File: config.mk
export PLATFORM = sky130hd
export DESIGN_NAME = ber_ref_delay_line
export DESIGN_NICKNAME = d
export VERILOG_FILES = /design/src/rtl/ber_pkg.sv /design/src/rtl/ber_ref_delay_line.sv
export SDC_FILE = /design/constraint.sdc
export NUM_CORES = 1
export LEC_CHECK = 0
export ABC_AREA = 1
export CAP_MARGIN = 10
export CORE_UTILIZATION = 50
export DETAILED_ROUTE_END_ITERATION = 12
export PLACE_DENSITY = 0.77
export SLEW_MARGIN = 5
export SYNTH_ARGS = -nofsm -noshare
export SYNTH_HDL_FRONTEND = slang
export SYNTH_SLANG_ARGS = --single-unit
File: constraint.sdc
create_clock -name clk -period 2.1 [get_ports clk]
set_input_delay 0.315 -clock clk [delete_from_list [all_inputs] [get_ports clk]]
set_output_delay 0.315 -clock clk [all_outputs]
set_load 0.005 [all_outputs]
File: src/rtl/ber_pkg.sv
// Shared definitions for the BER checker: checker states and default parameter values.
package ber_pkg;

    typedef enum logic [1:0] {
        ST_IDLE   = 2'd0,
        ST_SEARCH = 2'd1,
        ST_LOCK   = 2'd2
    } state_t;

    localparam int DEF_NDELAY     = 64;
    localparam int DEF_WINDOW     = 511;
    localparam int DEF_CNT_NBITS  = 64;
    localparam int DEF_LOL_THRESH = 64;

endpackage

File: src/rtl/ber_ref_delay_line.sv
// Reference delay line with tap multiplexer: tap d is the reference bit from d symbols earlier.
module ber_ref_delay_line
    import ber_pkg::*;
#(
    parameter int NDELAY = DEF_NDELAY
) (
    input  logic                      clk,
    input  logic                      rst,
    input  logic                      shift,
    input  logic                      ref_bit,
    input  logic [$clog2(NDELAY)-1:0] sel,
    output logic                      tap
);

    logic [NDELAY-2:0] taps_q;
    logic [NDELAY-1:0] line;

    // Tap 0 is the live reference bit; stored taps supply delays 1..NDELAY-1.
    assign line = {taps_q, ref_bit};
    assign tap  = line[sel];

    always_ff @(posedge clk or posedge rst) begin
        if (rst) begin
            taps_q <= '0;
        end else if (shift) begin
            taps_q <= line[NDELAY-2:0];
        end
    end

endmodule

# Word-level counts from Yosys, hierarchy flattened

Cells that the tools add are included.

Word-level logic and storage cells: 4
Memories: 0
Memory bits (writable): 0
Latch bits: 0
Input bits: 10
Output and inout port bits: 1
Memory bits (read-only): 0
Register bits after elaboration: 63

Add/sub/neg operators: 0
Bitwise gates (word level): 0
Shift-type cells: 0
Muxes and demuxes: 2
Reductions and logical operators: 0
Div/mod/pow operators: 0
Eq/ne operators: 0
Order comparisons: 1
$mul: 0

Operators by type and width:

| operator                                                                     | number |
|---|---|
| 6-bit by 7-bit less-than comparator with 1-bit output, second input constant | 1 |
| 1-bit binary-select mux with 6-bit select                                    | 1 |
| 1-bit two-way mux                                                            | 1 |

# Longest topological paths before layout

Gate-level depths: netlist of run 1.

Depth after elaboration: 2
Gate-level depth with buffers: 11

# Worst setup path before layout of run 1

Ideal clock, no wire load.

Path kind: input to output
Start: input sel[0]
End: output tap
Buffers on the path: 2
Stages on the path: 11
Arrival time: 1.077 ns
Slack: 0.708 ns
Cells stage by stage: buf_6 -> inv_8 -> buf_8 -> nand2_2 -> nand3_1 -> nand3_1 -> nand2_1 -> nand2_1 -> nand3_1 -> nand3_2 -> nand2_1

Cells in the longest elaborated chain, start to end: 2

Ends and longest elaborated chain:

| what                                      | line                     | RTL |
|---|---|---|
| start: declaration                        | ber_ref_delay_line.sv:11 | `input logic [$clog2(NDELAY)-1:0] sel,` |
| 1-bit binary-select mux with 6-bit select | ber_ref_delay_line.sv:20 | `assign tap = line[sel];` |
| 1-bit two-way mux (not written as such)   | ber_ref_delay_line.sv:20 |  |
| end: declaration                          | ber_ref_delay_line.sv:12 | `output logic tap` |

No other way between the ends. The select of a mux whose other input is x is not followed.

# Worst setup path after layout of run 1

Start: register taps_q[45]
End: output tap

Cells in the longest elaborated chain, start to end: 2

Ends and longest elaborated chain:

| what                                      | line                     | RTL |
|---|---|---|
| start: declaration                        | ber_ref_delay_line.sv:15 | `logic [NDELAY-2:0] taps_q;` |
| start signal: assignment                  | ber_ref_delay_line.sv:26 | `taps_q <= line[NDELAY-2:0];` |
| 1-bit binary-select mux with 6-bit select | ber_ref_delay_line.sv:20 |  |
| 1-bit two-way mux (not written as such)   | ber_ref_delay_line.sv:20 |  |

No other way between the ends. The select of a mux whose other input is x is not followed.

==> results of run 1 <==
## metal layers
layer,track usage,up-vias,wire length [um]
li1,-,1252,-
met1,0.306,1164,2940
met2,0.333,69,2810
met3,0.0477,15,276
met4,0.118,0,155
met5,0,-,0
## power groups by stage
stage	logic, mW	registers, mW	clock network (mW)
floorplan	0.375	1.50	0
global placement	0.458	1.54	0
detailed placement	0.476	1.55	0
CTS	0.495	1.53	0.914
global route	0.571	1.55	0.959
finish	0.492	1.53	0.889
## critical path: stages, from the launching register on
cell                            delay (ns)
sky130_fd_sc_hd__dfrtp_1              0.41
sky130_fd_sc_hd__nand2_1              0.09
sky130_fd_sc_hd__nand3_1              0.08
sky130_fd_sc_hd__nand3_1              0.10
sky130_fd_sc_hd__nand2_1              0.09
sky130_fd_sc_hd__nand2_1              0.07
sky130_fd_sc_hd__nand3_1              0.06
sky130_fd_sc_hd__nand3_1              0.06
sky130_fd_sc_hd__nand2_1              0.07
sky130_fd_sc_hd__dlygate4sd2_1        0.26
## stage by stage
step,setup WS [ns],instances,setup TNS [ns],hold WS (ns),utilization
2_1_floorplan,0.215,386,0,0.436,-
3_3_place_gp,-0.389,458,-0.389,0.490,0.545
3_5_place_dp,-0.394,458,-0.394,0.502,0.545
4_1_cts,0.130,476,0,0.350,0.584
5_1_grt,0.0492,476,0,0.388,0.583
6_report,0.162,476,0,0.344,0.583
## worst max path at each step
stage | from | to | cells after the start
3_5_place_dp | sel[0] | tap | 12
5_1_grt | taps_q[57] | tap | 9
4_1_cts | sel[0] | tap | 12
6_report | taps_q[45] | tap | 9
2_1_floorplan | rst | taps_q[0] | 1
3_3_place_gp | sel[0] | tap | 12
## repair_timing
| action | in CTS | in global routing |
|---|---|---|
| setup buffers | 1 | 0 |
| endpoints found under the setup margin | 1 | 1 |
| resized for setup | 11 | 1 |
| gates cloned | 2 | 0 |
| pin swaps | 0 | 2 |
## layout make-up
class | instances | area (um2) | area share
Inverter | 38 | 161 | 0.0468
Timing Repair inverter | 1 | 8.76 | 0.00254
Sequential cell | 63 | 1580 | 0.457
Timing Repair Buffer | 24 | 302 | 0.0874
Clock inverter | 1 | 5.00 | 0.00145
Clock buffer | 14 | 153 | 0.0442
Multi-Input combinational cell | 260 | 1150 | 0.334
Tap cell | 75 | 93.8 | 0.0272
## Yosys cell counts (all sizes together)
library cell	instances
nand2	112
nor2	31
a21oi	31
buf	18
mux2	1
inv	38
o21ai	31
dfrtp	63
clkbuf	7
nand3	54
## cells by family after synthesis
kind of cell           after synthesis  share of synthesized area
AOI/OAI and AO/OA                   62                      0.102
buffers and inverters               63                      0.107
DFF                                 63                      0.516
muxes                                1                    0.00369
and+or+nand+nor                    197                      0.272
==> impl_summary.log, run 1 <==
[metrics] status: finished, final reports clean
[metrics] Worst R2R Setup Slack: around 1.3 ns
[metrics] filler cell count in the final layout: slightly below 500
[metrics] count of final setup violators: 0
[metrics] maximum operating frequency: approximately 520 MHz
[metrics] total routing resource utilization after global routing: 0.224
[metrics] number of top-level design ports: 11
[metrics] share of total power in combinational logic: 0.169
[metrics] Max-Cap Viols: 0
[metrics] Slew Limit Headroom: 0.680
[metrics] Antenna diodes: 0
[metrics] maximum number of pins on one net before global-route repair: 64
[metrics] Synth Register Bits: 63
[metrics] number of nets in the layout: approximately 400
[metrics] required time of the worst setup path: 1.78 ns
[metrics] cell chosen for the clock root: sky130_fd_sc_hd__clkbuf_8
[metrics] Clock Path Buffers: 2
[metrics] register with the most flip-flops: taps_q
[metrics] proportion of layout cells with a drive suffix above 1: 0.0998
[metrics] number of distinct library cell variants in the gate-level netlist after synthesis: 17
[metrics] TritonCTS Sinks: 63
[metrics] synthesized area divided by synthesized cell count: just under 8 um2
[metrics] H-tree depth reported by CTS: 3
[metrics] cell internal pwr: about 2.1 mW
[metrics] clock network power share: 0.306
[metrics] total wire length after detailed routing: slightly above 6000 um
[metrics] Slew @ Worst Pin: 0.480 ns
[metrics] number of placement rows: 28
[metrics] final period utilization: 0.923
[metrics] instance count of the mapped netlist: around 390
[metrics] fraction of the yosys area taken by sequential cells: 0.516
[metrics] Sw Share: 0.295
[metrics] Initial Utilization: 0.516
[metrics] hold violation total from the final report: 0
[metrics] CP arrival: 1.62 ns
[metrics] overflow left after global routing: 0
[metrics] total design power: 2.91 mW
[metrics] RR Endpoint: taps_q[60]
[metrics] launching point of the worst reg2reg path: taps_q[59]
[metrics] vias per std cell: ~5.3
[metrics] total of buffers placed on input and output ports: 10
[metrics] CP endpoint kind: output port
[metrics] total DRC errors in the routed layout: 0
[metrics] power density cells: ~840 nW/um2
[metrics] number of detailed-routing iterations run before antenna repair: 5
[metrics] Area contributors post-synth: sky130_fd_sc_hd__dfrtp_1 52%, sky130_fd_sc_hd__nand2_1 13%, sky130_fd_sc_hd__nand3_1 8.5%, sky130_fd_sc_hd__a21oi_1 5.1%, sky130_fd_sc_hd__o21ai_0 5.1%
[metrics] CORE AREA: ~5900 um2
[metrics] estimated wirelength of the detail-placed design: approximately 3800 um
[metrics] clock network latency to the later pin of the worst-skew pair: approximately 0.35 ns
[metrics] critical path start-end classification: reg2out
[metrics] routed length per instance: 13.0 um
[metrics] via count of the first global-routing pass: 2287
[metrics] maximum fanout along the worst path: 3
[metrics] number of antenna violations at the first check in global routing: 0
[metrics] total clock buffers created by CTS: 9
[metrics] via count of the routed design: 2500
[metrics] flip-flop count of the largest register after layout: 63
[metrics] TritonCTS clock tree: yes
[metrics] worst-case clock skew: 0.00664 ns
[metrics] largest area contributor in the synthesized netlist: sky130_fd_sc_hd__dfrtp_1
[metrics] commonest non-fill, non-tap cell in the layout: sky130_fd_sc_hd__nand2_1
[metrics] syn_nets: approximately 400
[metrics] final period demand of the worst path: a little under 2 ns
[metrics] Die Y: 80.2 um
[metrics] largest registers: taps_q (63)
[metrics] post-synth top area share: 0.516
[metrics] post-route antenna net violation count: 0
[metrics] die footprint: 6430 um2
[metrics] Final Max Tran Viols: 0
[metrics] clock slew at the register clock pins of the worst setup and hold paths: ~0.06 ns
[metrics] cell area after placement: ~3200 um2
[metrics] Hold WC Path Type: in2async
[metrics] worst-case vdd ir drop: between 0.0005 and 0.0006 V
[metrics] NetSw: roughly 0.86 mW
[metrics] final cell area excluding filler cells: ~3500 um2
[metrics] setup repair after global routing missed its margin: false
[metrics] cts hold-fix bufs: 0
[metrics] number of synthesis warnings: 0
[metrics] static leakage power: 1.70 nW
[metrics] initial DRC count: roughly 180
[metrics] global-route wire length before repair: around 11000 um
[metrics] synthesized cell area: around 3100 um2
[metrics] part of the power in registers: 0.525
[metrics] startpoint class of the critical path: flip-flop
[metrics] leading cell types in the layout, fill and taps excluded: 107 x sky130_fd_sc_hd__nand2_1, 63 x sky130_fd_sc_hd__dfrtp_1, 52 x sky130_fd_sc_hd__nand3_1, 34 x sky130_fd_sc_hd__inv_1
[metrics] Area Growth Syn to Fin: 12.9%
[metrics] Final Wtd Congestion: approximately 0.80
[metrics] worst reg-to-reg path cell count: 1
[metrics] die width: around 80 um
(Power assumes the default switching activity.)
==> run 2: changes to the inputs <==
Settings changed: CTS_CLUSTER_SIZE set to 24.
Clock period 2.1 ns to 2.5 ns, I/O delays scaled along.
==> impl_summary.log, run 2 (synthesis results as in run 1) <==
[metrics] Critical path origin: sel[1]
[metrics] TritonCTS Sinks: 63
[metrics] Max-Cap Viols: 0
[metrics] worst-case clock skew: between 0.009 and 0.01 ns
[metrics] worst slack at placement: -0.194 ns
[metrics] estimated wirelength of the detail-placed design: 3870 um
[metrics] flip-flop count of the largest register after layout: 63
[metrics] commonest non-fill, non-tap cell in the layout: sky130_fd_sc_hd__nand2_1
[metrics] Slew Limit Headroom: 0.652
[metrics] total design power: 2.71 mW
[metrics] clock network power share: 0.374
[metrics] Final Wtd Congestion: approximately 0.80
[metrics] cell chosen for the clock root: sky130_fd_sc_hd__clkbuf_8
[metrics] vias per std cell: roughly 5.3
[metrics] part of the power in registers: 0.473
[metrics] number of detailed-routing iterations run before antenna repair: 4
[metrics] cell repeated most along the worst path: sky130_fd_sc_hd__nand2_1
[metrics] Final Max Tran Viols: 0
[metrics] number of top-level design ports: 11
[metrics] maximum number of pins on one net before global-route repair: 64
[metrics] overflow left after global routing: 0
[metrics] family of cells with the greatest summed delay on the critical path: buffers and inverters
[metrics] maximum operating frequency: around 420 MHz
[metrics] filler cell count in the final layout: just over 500
[metrics] static leakage power: approximately 1.7 nW
[metrics] Area Growth Syn to Fin: 15.0%
[metrics] CORE AREA: roughly 5900 um2
[metrics] clock slew at the register clock pins of the worst setup and hold paths: 0.07 ns
[metrics] final worst-path setup slack: between 0.1 and 0.15 ns
[metrics] global-route wire length before repair: ~11000 um
[metrics] Worst path max stage delay: between 0.5 and 0.6 ns
[metrics] cell internal pwr: a little under 2 mW
[metrics] hold violation total from the final report: 0
[metrics] routed length per instance: about 13 um
[metrics] worst reg-to-reg path cell count: 1
[metrics] required time of the worst setup path: 2.12 ns
[metrics] launching point of the worst reg2reg path: taps_q[59]
[metrics] via count of the routed design: approximately 2500
[metrics] status: finished, final reports clean
[metrics] Clock Path Buffers: 2
[metrics] Fin Setup TNS: 0 ns
[metrics] Sw Share: 0.285
[metrics] Initial Utilization: 0.516
[metrics] total of buffers placed on input and output ports: 10
[metrics] Slew @ Worst Pin: between 0.5 and 0.6 ns
[metrics] register with the most flip-flops: taps_q
[metrics] NetSw: roughly 0.77 mW
[metrics] Antenna diodes: 0
[metrics] TritonCTS clock tree: yes
[metrics] CP arrival: ~2.0 ns
[metrics] total clock buffers created by CTS: 9
[metrics] total wire length after detailed routing: 6240 um
[metrics] cells traversed along the worst timing path: clkdlybuf4s50_1, buf_4, nand3_1, nand3_1, nand2_1, nand2_1, nand3_2, nand3_2, nand2_1, dlygate4sd2_1
[metrics] die footprint: about 6400 um2
[metrics] number of placement rows: 28
[metrics] final period utilization: 0.954
[metrics] count of final setup violators: 0
[metrics] total number of cells along the worst setup path: 10
[metrics] core utilization of the finished layout: 0.594
[metrics] Hold WC Path Type: in2async
[metrics] leading cell types in the layout, fill and taps excluded: 107 x sky130_fd_sc_hd__nand2_1, 63 x sky130_fd_sc_hd__dfrtp_1, 52 x sky130_fd_sc_hd__nand3_1, 35 x sky130_fd_sc_hd__inv_1
[metrics] crit path max-delay cell type: sky130_fd_sc_hd__clkdlybuf4s50_1
[metrics] initial DRC count: between 200 and 250
[metrics] cell area after placement: approximately 3200 um2
[metrics] die width: approximately 80 um
[metrics] maximum fanout along the worst path: 9
[metrics] via count of the first global-routing pass: between 2000 and 2500
[metrics] final period demand of the worst path: ~2.4 ns
[metrics] number of nets in the layout: approximately 410
[metrics] final cell area excluding filler cells: ~3500 um2
[metrics] post-route worst hold slack: 0.397 ns
[metrics] fin cells: between 400 and 500
[metrics] number of antenna violations at the first check in global routing: 0
[metrics] worst-case vdd ir drop: between 0.0007 and 0.0008 V
[metrics] power density cells: a little under 800 nW/um2
[metrics] FF/Latch Area: ~1600 um2
[metrics] critical path start-end classification: in2out
[metrics] CP endpoint kind: output port
[metrics] Die Y: ~80 um
[metrics] setup repair after global routing missed its margin: false
[metrics] largest registers: taps_q (63)
[metrics] post-route antenna net violation count: 0
[metrics] proportion of layout cells with a drive suffix above 1: 0.105
[metrics] cell total after placement: around 460
[metrics] total DRC errors in the routed layout: 0
[metrics] startpoint class of the critical path: input port
[metrics] total routing resource utilization after global routing: 0.226
[metrics] area taken by multi-input logic gates: roughly 1200 um2
[metrics] buffers plus inverters on the worst setup path: 3
[metrics] share of total power in combinational logic: 0.153
[metrics] clock network latency to the later pin of the worst-skew pair: 0.35 ns
[metrics] H-tree depth reported by CTS: 3
## run 2: cell count changes in the layout (fill, tap and decap cells not counted), sizes merged, moves of 2 or more
cell / change
clkdlybuf4s50: +2
bufinv: +2
clkinv: +2
clkbuf: -4
## run 2: repair_timing
item / in CTS / in global routing
setup buffers: 3 / 0
endpoints found under the setup margin: 1 / 0
resized for setup: 4 / 0
hold buffers: 0 / 0
## run 2: power groups by stage
stage | logic (mW) | clock network [mW] | registers, mW
after global placement | 0.383 | 0 | 1.29
after floorplan | 0.315 | 0 | 1.26
after detailed placement | 0.403 | 0 | 1.29
final | 0.414 | 1.01 | 1.28
after global routing | 0.481 | 1.08 | 1.30
after CTS | 0.417 | 1.03 | 1.28
## run 2: worst min-delay path, cell delays in order
cell	delay (ns)
sky130_fd_sc_hd__clkdlybuf4s50_1	0.41
sky130_fd_sc_hd__inv_2	0.07
sky130_fd_sc_hd__buf_12	0.29
## run 2: cell type report
type,instances,area share
clock buffers,10,0.0392
clock inverters,6,0.0267
inverters,38,0.0459
multi-input cells,260,0.328
flip-flops and latches,63,0.449
well taps,75,0.0267
repair buffers,24,0.0854
## run 2: worst paths after layout
path / end / slack, ns
max: tap / 0.12
min: taps_q[6] / 0.40
max reg2reg: taps_q[60] / 1.71
min reg2reg: taps_q[36] / 0.50
max in group asynchronous: taps_q[44] / 1.82
min in group clk: taps_q[36] / 0.50
## run 2: routing by layer
metal | vias to the layer above | global-route usage | routed length, um
met5 | - | 0 | 0
li1 | 1251 | - | -
met4 | 0 | 0.0911 | 103
met2 | 77 | 0.346 | 2930
met3 | 16 | 0.0693 | 347
met1 | 1183 | 0.300 | 2860
==> run 3: changes to the inputs <==
Settings changed: CORE_MARGIN set to 1.5.
==> impl_summary.log, run 3 (synthesis results as in run 1) <==
[metrics] total wire length after detailed routing: 6110 um
[metrics] final period utilization: 0.821
[metrics] total DRC errors in the routed layout: 0
[metrics] clock network latency to the later pin of the worst-skew pair: 0.34 ns
[metrics] Final Wtd Congestion: between 0.7 and 0.8
[metrics] Slew @ Worst Pin: ~0.69 ns
[metrics] cts hold-fix bufs: 0
[metrics] Slew Limit Headroom: 0.536
[metrics] TritonCTS clock tree: yes
[metrics] Initial Utilization: 0.516
[metrics] overflow left after global routing: 0
[metrics] global-route wire length before repair: roughly 11000 um
[metrics] cell area after placement: 3200 um2
[metrics] startpoint class of the critical path: input port
[metrics] CORE AREA: 5920 um2
[metrics] maximum operating frequency: 487 MHz
[metrics] CP arrival: 1.68 ns
[metrics] Final Max Tran Viols: 0
[metrics] total of buffers placed on input and output ports: 10
[metrics] die width: 81.2 um
[metrics] post-route antenna net violation count: 0
[metrics] register with the most flip-flops: taps_q
[metrics] initial DRC count: 190
[metrics] Max-Cap Viols: 0
[metrics] Antenna diodes: 0
[metrics] number of top-level design ports: 11
[metrics] via count of the first global-routing pass: roughly 2300
[metrics] count of final setup violators: 0
[metrics] via count of the routed design: around 2500
[metrics] largest registers: taps_q (63)
[metrics] Hold WC Path Type: in2async
[metrics] H-tree depth reported by CTS: 3
[metrics] total clock buffers created by CTS: 9
[metrics] maximum number of pins on one net before global-route repair: between 80 and 90
[metrics] proportion of layout cells with a drive suffix above 1: 0.0980
[metrics] Clock Path Buffers: 2
[metrics] Fin Setup TNS: 0 ns
[metrics] leading cell types in the layout, fill and taps excluded: 107 x sky130_fd_sc_hd__nand2_1, 63 x sky130_fd_sc_hd__dfrtp_1, 52 x sky130_fd_sc_hd__nand3_1, 35 x sky130_fd_sc_hd__inv_1
[metrics] clock slew at the register clock pins of the worst setup and hold paths: approximately 0.08 ns
[metrics] commonest non-fill, non-tap cell in the layout: sky130_fd_sc_hd__nand2_1
[metrics] number of nets in the layout: roughly 400
[metrics] static leakage power: 1.72 nW
[metrics] cell chosen for the clock root: sky130_fd_sc_hd__clkbuf_8
[metrics] status: finished, final reports clean
[metrics] vias per std cell: 5.25
[metrics] flip-flop count of the largest register after layout: 63
[metrics] critical path start-end classification: in2out
[metrics] worst slack at placement: -0.134 ns
[metrics] post-route worst hold slack: approximately 0.45 ns
[metrics] routed length per instance: about 13 um
[metrics] power density cells: 772 nW/um2
[metrics] Die Y: around 81 um
[metrics] total routing resource utilization after global routing: 0.212
[metrics] number of detailed-routing iterations run before antenna repair: 4
[metrics] number of antenna violations at the first check in global routing: 0
[metrics] hold violation total from the final report: 0
[metrics] final cell area excluding filler cells: roughly 3500 um2
[metrics] CP endpoint kind: output port
[metrics] worst-case clock skew: 0.00369 ns
[metrics] worst-case vdd ir drop: just under 0.0006 V
[metrics] Worst R2R Setup Slack: 1.72 ns
[metrics] die footprint: between 6000 and 7000 um2
[metrics] setup repair after global routing missed its margin: false
[metrics] final period demand of the worst path: a little over 2 ns
[metrics] TritonCTS Sinks: 63
[metrics] final worst-path setup slack: about 0.45 ns
[metrics] launching point of the worst reg2reg path: taps_q[59]
[metrics] worst reg-to-reg path cell count: 1
[metrics] estimated wirelength of the detail-placed design: between 3000 and 4000 um
[metrics] required time of the worst setup path: between 2 and 2.5 ns
[metrics] maximum fanout along the worst path: 9
[metrics] RR Endpoint: taps_q[60]
[metrics] Area Growth Syn to Fin: 14.1%
[metrics] number of placement rows: 28
run 3: routing by layer:
layer | wire [um] | global-route usage
met1 | 2710 | 0.279
met2 | 2940 | 0.333
met3 | 404 | 0.0753
met4 | 64 | 0.0552
met5 | 0 | 0
run 3: cell type report:
type	count	area [um2]
Clock inverter	6	93.8
Timing Repair Buffer	21	273
Inverter	38	161
Tap cell	75	93.8
Sequential cell	63	1580
Clock buffer	10	138
Fill cell	528	2430
Multi-Input combinational cell	260	1150
run 3: repair_timing:
action	CTS	global route
pin swaps	0	0
cloned	1	1
setup buffers	0	0
gates resized for setup	3	3
endpoints found under the setup margin	1	1
run 3: critical path: stages:
cell and delay (ns):
sky130_fd_sc_hd__dlygate4sd2_1 0.28, sky130_fd_sc_hd__buf_12 0.17, sky130_fd_sc_hd__buf_12 0.13, sky130_fd_sc_hd__nand2_1 0.05, sky130_fd_sc_hd__nand3_1 0.08, sky130_fd_sc_hd__nand3_1 0.10, sky130_fd_sc_hd__nand2_1 0.07, sky130_fd_sc_hd__nand2_1 0.05
sky130_fd_sc_hd__nand3_1 0.08, sky130_fd_sc_hd__nand3_2 0.06, sky130_fd_sc_hd__nand2_1 0.05, sky130_fd_sc_hd__dlymetal6s2s_1 0.15
run 3: where the power goes:
group          leakage, nW  internal, mW  switching (mW)  total, mW
logic                0.873         0.168           0.241      0.409
clock network        0.113         0.593           0.414       1.01
registers            0.734          1.17           0.108       1.28
run 3: worst max path at each step:
stage                     end    from  cells past startpoint  slack, ns
floorplan           taps_q[0]     rst                      1       0.56
global placement          tap  sel[0]                     12      -0.12
detailed placement        tap  sel[0]                     12      -0.13
CTS                       tap  sel[1]                     10       0.01
global route              tap  sel[0]                     12       0.30
finish                    tap  sel[0]                     12       0.45
run 3: through the flow:
step / total power [mW] / util / std cells
floorplan: 1.58 / - / 386
detailed placement: 1.69 / 0.541 / 455
global placement: 1.67 / 0.541 / 455
CTS: 2.71 / 0.587 / 472
finish: 2.69 / 0.589 / 473
global route: 2.84 / 0.589 / 473
==> RTL edit 1 (settings of run 3) <==
Change the package constant `DEF_NDELAY` from 64 to 128.
--- a/src/rtl/ber_pkg.sv
+++ b/src/rtl/ber_pkg.sv
@@ -7,7 +7,7 @@
         ST_LOCK   = 2'd2
     } state_t;
 
-    localparam int DEF_NDELAY     = 64;
+    localparam int DEF_NDELAY     = 128;
     localparam int DEF_WINDOW     = 511;
     localparam int DEF_CNT_NBITS  = 64;
     localparam int DEF_LOL_THRESH = 64;
Interface: changed (resized sel); port bits go from 11 to 12. No check against the original RTL was run, so the function may have changed too.
==> RTL edit 1 against run 3 <==
- the flow now finishes with violations (design-rule violations)
- area after synthesis rose by 95%
- combinational power rose by 110%
- power rose by 130%
- setup slack got worse by 0.11 ns
- die area rose by 91%
- sequential cell count rose by 64
- final area rose by 100%
- via count rose by 100%
- routed wire length rose by 120%
- sequential power rose by 100%
- sequential share of layout area fell by 0.38 points
- cell count rose by 96%
- largest cell class unchanged
- largest power group is now clock
==> RTL edit 1: results (changes against run 3) <==
- Pin count of the biggest net entering global routing: 81 (was 84)
- Crit path max fanout: 3 (was 9)
- Worst path max stage delay: 0.41 ns (was 0.28 ns)
- Run status: finished, violations left (was completed)
- First-pass GRT wire length: 23,270 µm (was 10,550 µm)
- H-tree depth: 4 (was 3)
- Remaining DRCs: 1 (was 0)
- Skew final: 0.009418 ns (was 0.003686 ns)
- WL met2: 6754 µm (was 2935 µm)
- Cell family with most CP delay: simple AND/OR/NAND/NOR gates (was buffers and inverters)
- Root buf cell: clkbuf_16 (was clkbuf_8)
- Pre-CTS WS: -0.2216 ns (was -0.1338 ns)
- Fin cells: 926 (was 473)
- Net count, final: 781 (was 403)
- GPL Wtd Cong: 0.7959 (was 0.7595)
- Drt pass-1 iters: 9 (was 4)
- Worst skew pair latency: 0.42 ns (was 0.34 ns)
- Top area cells in the synthesized netlist: dfrtp_1 53%, nand2_1 13%, nand3_1 9.7%, a21oi_1 5.3%, o21ai_0 5.3% (was dfrtp_1 52%, nand2_1 13%, nand3_1 8.5%, a21oi_1 5.1%, o21ai_0 5.1%)
- Worst reg2reg path startpoint: taps_q[111] (was taps_q[59])
- Met2 GRT Util: 36.93% (was 33.25%)
- Failing checks: design-rule violations
- Met3 GRT Util: 5.616% (was 7.528%)
- CP Launch Point: taps_q[24] (was sel[0])
- Synth cell types: 14 (was 17)
- CTS Buf Count: 17 (was 9)
- Routed len/inst: 14.77 µm (was 12.92 µm)
- Gr usage total: 23.10% (was 21.19%)
- Placed cell areas: 0.006275 mm² (was 0.003202 mm²)
- Mean Syn Cell Area: 7.789 µm² (was 7.916 µm²)
- Clock slew at reported path FFs: 0.06 ns (was 0.08 ns)
- Largest regs: taps_q: 127 flops (was taps_q: 63 flops)
- Vias: 5,074 (was 2,483)
- Peak supply drop: 0.5104 mV (was 0.5918 mV)
- Final HPWL DP: 8202 µm (was 3757 µm)
- Placed Cells: 886 (was 455)
- I/O Buffers: 11 (was 10)
- Relative slew margins: 62.40% (was 53.61%)
- Sequential area share after synthesis: 53.41% (was 51.60%)
==> RTL edit 1: cell count changes after synthesis, moves of 5 or more <==
| cell | before | now |
|---|---|---|
| a21oi_1 | 31 | 63 |
| inv_1 | 36 | 69 |
| nand2_2 | 5 | 0 |
| buf_6 | 7 | 1 |
| dfrtp_1 | 63 | 127 |
| clkbuf_1 | 7 | 18 |
| o21ai_0 | 31 | 63 |
| nand3_1 | 52 | 115 |
| nand2_1 | 107 | 209 |
| buf_2 | 8 | 25 |
| nor2_1 | 31 | 62 |
==> RTL edit 1: final cells by class <==
type                            instances  area share [%]
Clock buffer                           22           6.689
Multi-Input combinational cell        515           31.98
Timing Repair Buffer                   39           7.466
Clock inverter                         10           2.577
Tap cell                              143           2.524
Sequential cell                       127           44.83
Inverter                               70           3.936
==> RTL edit 1: where the power goes <==
group	internal [mW]	switching, mW	total (mW)
logic	0.333	0.507	0.839
registers	2.37	0.218	2.59
clock network	1.84	0.892	2.74
total	4.54	1.62	6.16
==> RTL edit 2 (settings of run 3) <==
Without the edit above. Reset style: synchronous (`rst`), changed in one clocked block.
--- a/src/rtl/ber_ref_delay_line.sv
+++ b/src/rtl/ber_ref_delay_line.sv
@@ -19,7 +19,7 @@
     assign line = {taps_q, ref_bit};
     assign tap  = line[sel];
 
-    always_ff @(posedge clk or posedge rst) begin
+    always_ff @(posedge clk) begin
         if (rst) begin
             taps_q <= '0;
         end else if (shift) begin
Check against the original RTL: differs if rst is asserted again (counterexample within 4 cycles, from zero or initial values and one cycle with rst high); with rst held inactive, the same outputs for 10 cycles.
==> RTL edit 2 against run 3 <==
- hold slack better by 0.015 ns
- global-route usage up 1.3 points
- routed wire length rose by 1.8%
- setup slack lost 0.30 ns
- sequential cell count unchanged
- count of clock-buffer cells in the layout rose by 4
- area after synthesis shrank 7.0%
- synthesized cell count is 10% higher
- final area is 7.5% lower
- critical path type unchanged
- largest cell class is now multi-input combinational cells
Power is not compared: it rests on default switching activity, and its combinational part moved more than twofold at a synthesized area within 25%.
==> RTL edit 2: results (changes against run 3) <==
- Run status: completed (unchanged)
- Vias in the first global route: 2,341 (was 2,289)
- Synth cell types: 12 (was 17)
- Hold crit path type: flop to flop (was input port to asynchronous set/reset pin)
- Initial antenna violation count: 0 (unchanged)
- Seq area share: 39.10% (was 45.21%)
- Slowest stage cell, crit path: clkdlybuf4s50_1 (was dlygate4sd2_1)
- Pre-CTS WS: -0.1699 ns (was -0.1338 ns)
- Core area: 0.005507 mm² (was 0.005921 mm²)
- Vias/cell: 5.279 (was 5.249)
- Post-synth top cells: 207 x nand2_1, 63 x a21oi_1, 63 x dfxtp_1 (was 107 x nand2_1, 63 x dfrtp_1, 52 x nand3_1)
- Skew final: 0.004093 ns (was 0.003686 ns)
- Crit path max fanout: 12 (was 9)
- Mean Syn Cell Area: 6.686 µm² (was 7.916 µm²)
- Sequential area share after synthesis: 44.39% (was 51.60%)
- Met3 GRT Util: 7.093% (was 7.528%)
- Fraction of area in multi-input gates: 42.24% (was 33.01%)
- Worst path max stage delay: 0.50 ns (was 0.28 ns)
- Slew of the pin with the lowest slew margin: 0.6390 ns (was 0.6948 ns)
- Buffering overhead: 7.331% (was 7.822%)
- Final HPWL DP: 3756 µm (was 3757 µm)
- Top area cells in the synthesized netlist: dfxtp_1 44%, nand2_1 27%, a21oi_1 11%, nand3_1 9.5%, buf_6 2.4% (was dfrtp_1 52%, nand2_1 13%, nand3_1 8.5%, a21oi_1 5.1%, o21ai_0 5.1%)
- Placed cell areas: 0.002943 mm² (was 0.003202 mm²)
- FF+latch area: 0.001261 mm² (was 0.001577 mm²)
- First-pass GRT wire length: 10,850 µm (was 10,550 µm)
- Gr usage total: 22.45% (was 21.19%)
- Post-synth top flop: dfxtp_1 (was dfrtp_1)
- Logic inverters: 7 (was 38)
- Iteration-0 DRC Markers: 219 (was 190)
- Met1 GRT Util: 30.15% (was 27.94%)
- Vias: 2,650 (was 2,483)
- Met2 GRT Util: 33.83% (was 33.25%)
- Critical Path AT: 1.97 ns (was 1.68 ns)
- Final-layout fill cell count: 511 (was 528)
- Share of cells above drive strength 1: 7.442% (was 9.799%)
- Clock network area share: 7.060% (was 6.638%)
- GPL Wtd Cong: 0.8809 (was 0.7595)
- Comb_multi_in: 324 (was 260)
- Net count, final: 435 (was 403)
- Pin count of the biggest net entering global routing: 64 (was 84)
- Signal buffers: 20 (was 21)
- Routed len/inst: 12.39 µm (was 12.92 µm)
- Asr flop ratio synth: 0% (was 100.0%)
- Clkbuf count: 14 (was 10)
- Placed Cells: 485 (was 455)
- Total sequential power: 1.01 mW
- Resized cells post-CTS: 5 (was 3)
- Flops & latches, synth: 63 (unchanged)
- Drt pass-1 iters: 4 (unchanged)
-- RTL edit 2: changes by cell type after synthesis, sizes merged --
cell,run 3,this run
a21oi,31,63
clkbuf,7,13
dfrtp,63,0
dfxtp,0,63
inv,38,7
mux2,1,0
nand2,112,207
nor2,31,0
o21ai,31,0
-- RTL edit 2: worst paths after layout --
| path | slack [ns] | cells after the start | startpoint | endpoint |
|---|---|---|---|---|
| max | 0.15 | 12 | sel[0] | tap |
| min | 0.46 | 2 | taps_q[62] | taps_q[62] |
| max reg2reg | 1.78 | 2 | taps_q[6] | taps_q[6] |
| min reg2reg | 0.46 | 2 | taps_q[62] | taps_q[62] |
-- RTL edit 2: layer usage --
layer  wire, µm  part of all wire, %
met2       2929                   47
met4         69                  1.1
met3        286                  4.6
met1       2934                   47
met5          0                    0
-- RTL edit 2: logic make-up after synthesis --
kind of cell,synth area share [%]
buffers and inverters,7.662
flip-flops,44.39
AND/OR/NAND/NOR,36.86
AO/OA/AOI/OAI,11.10
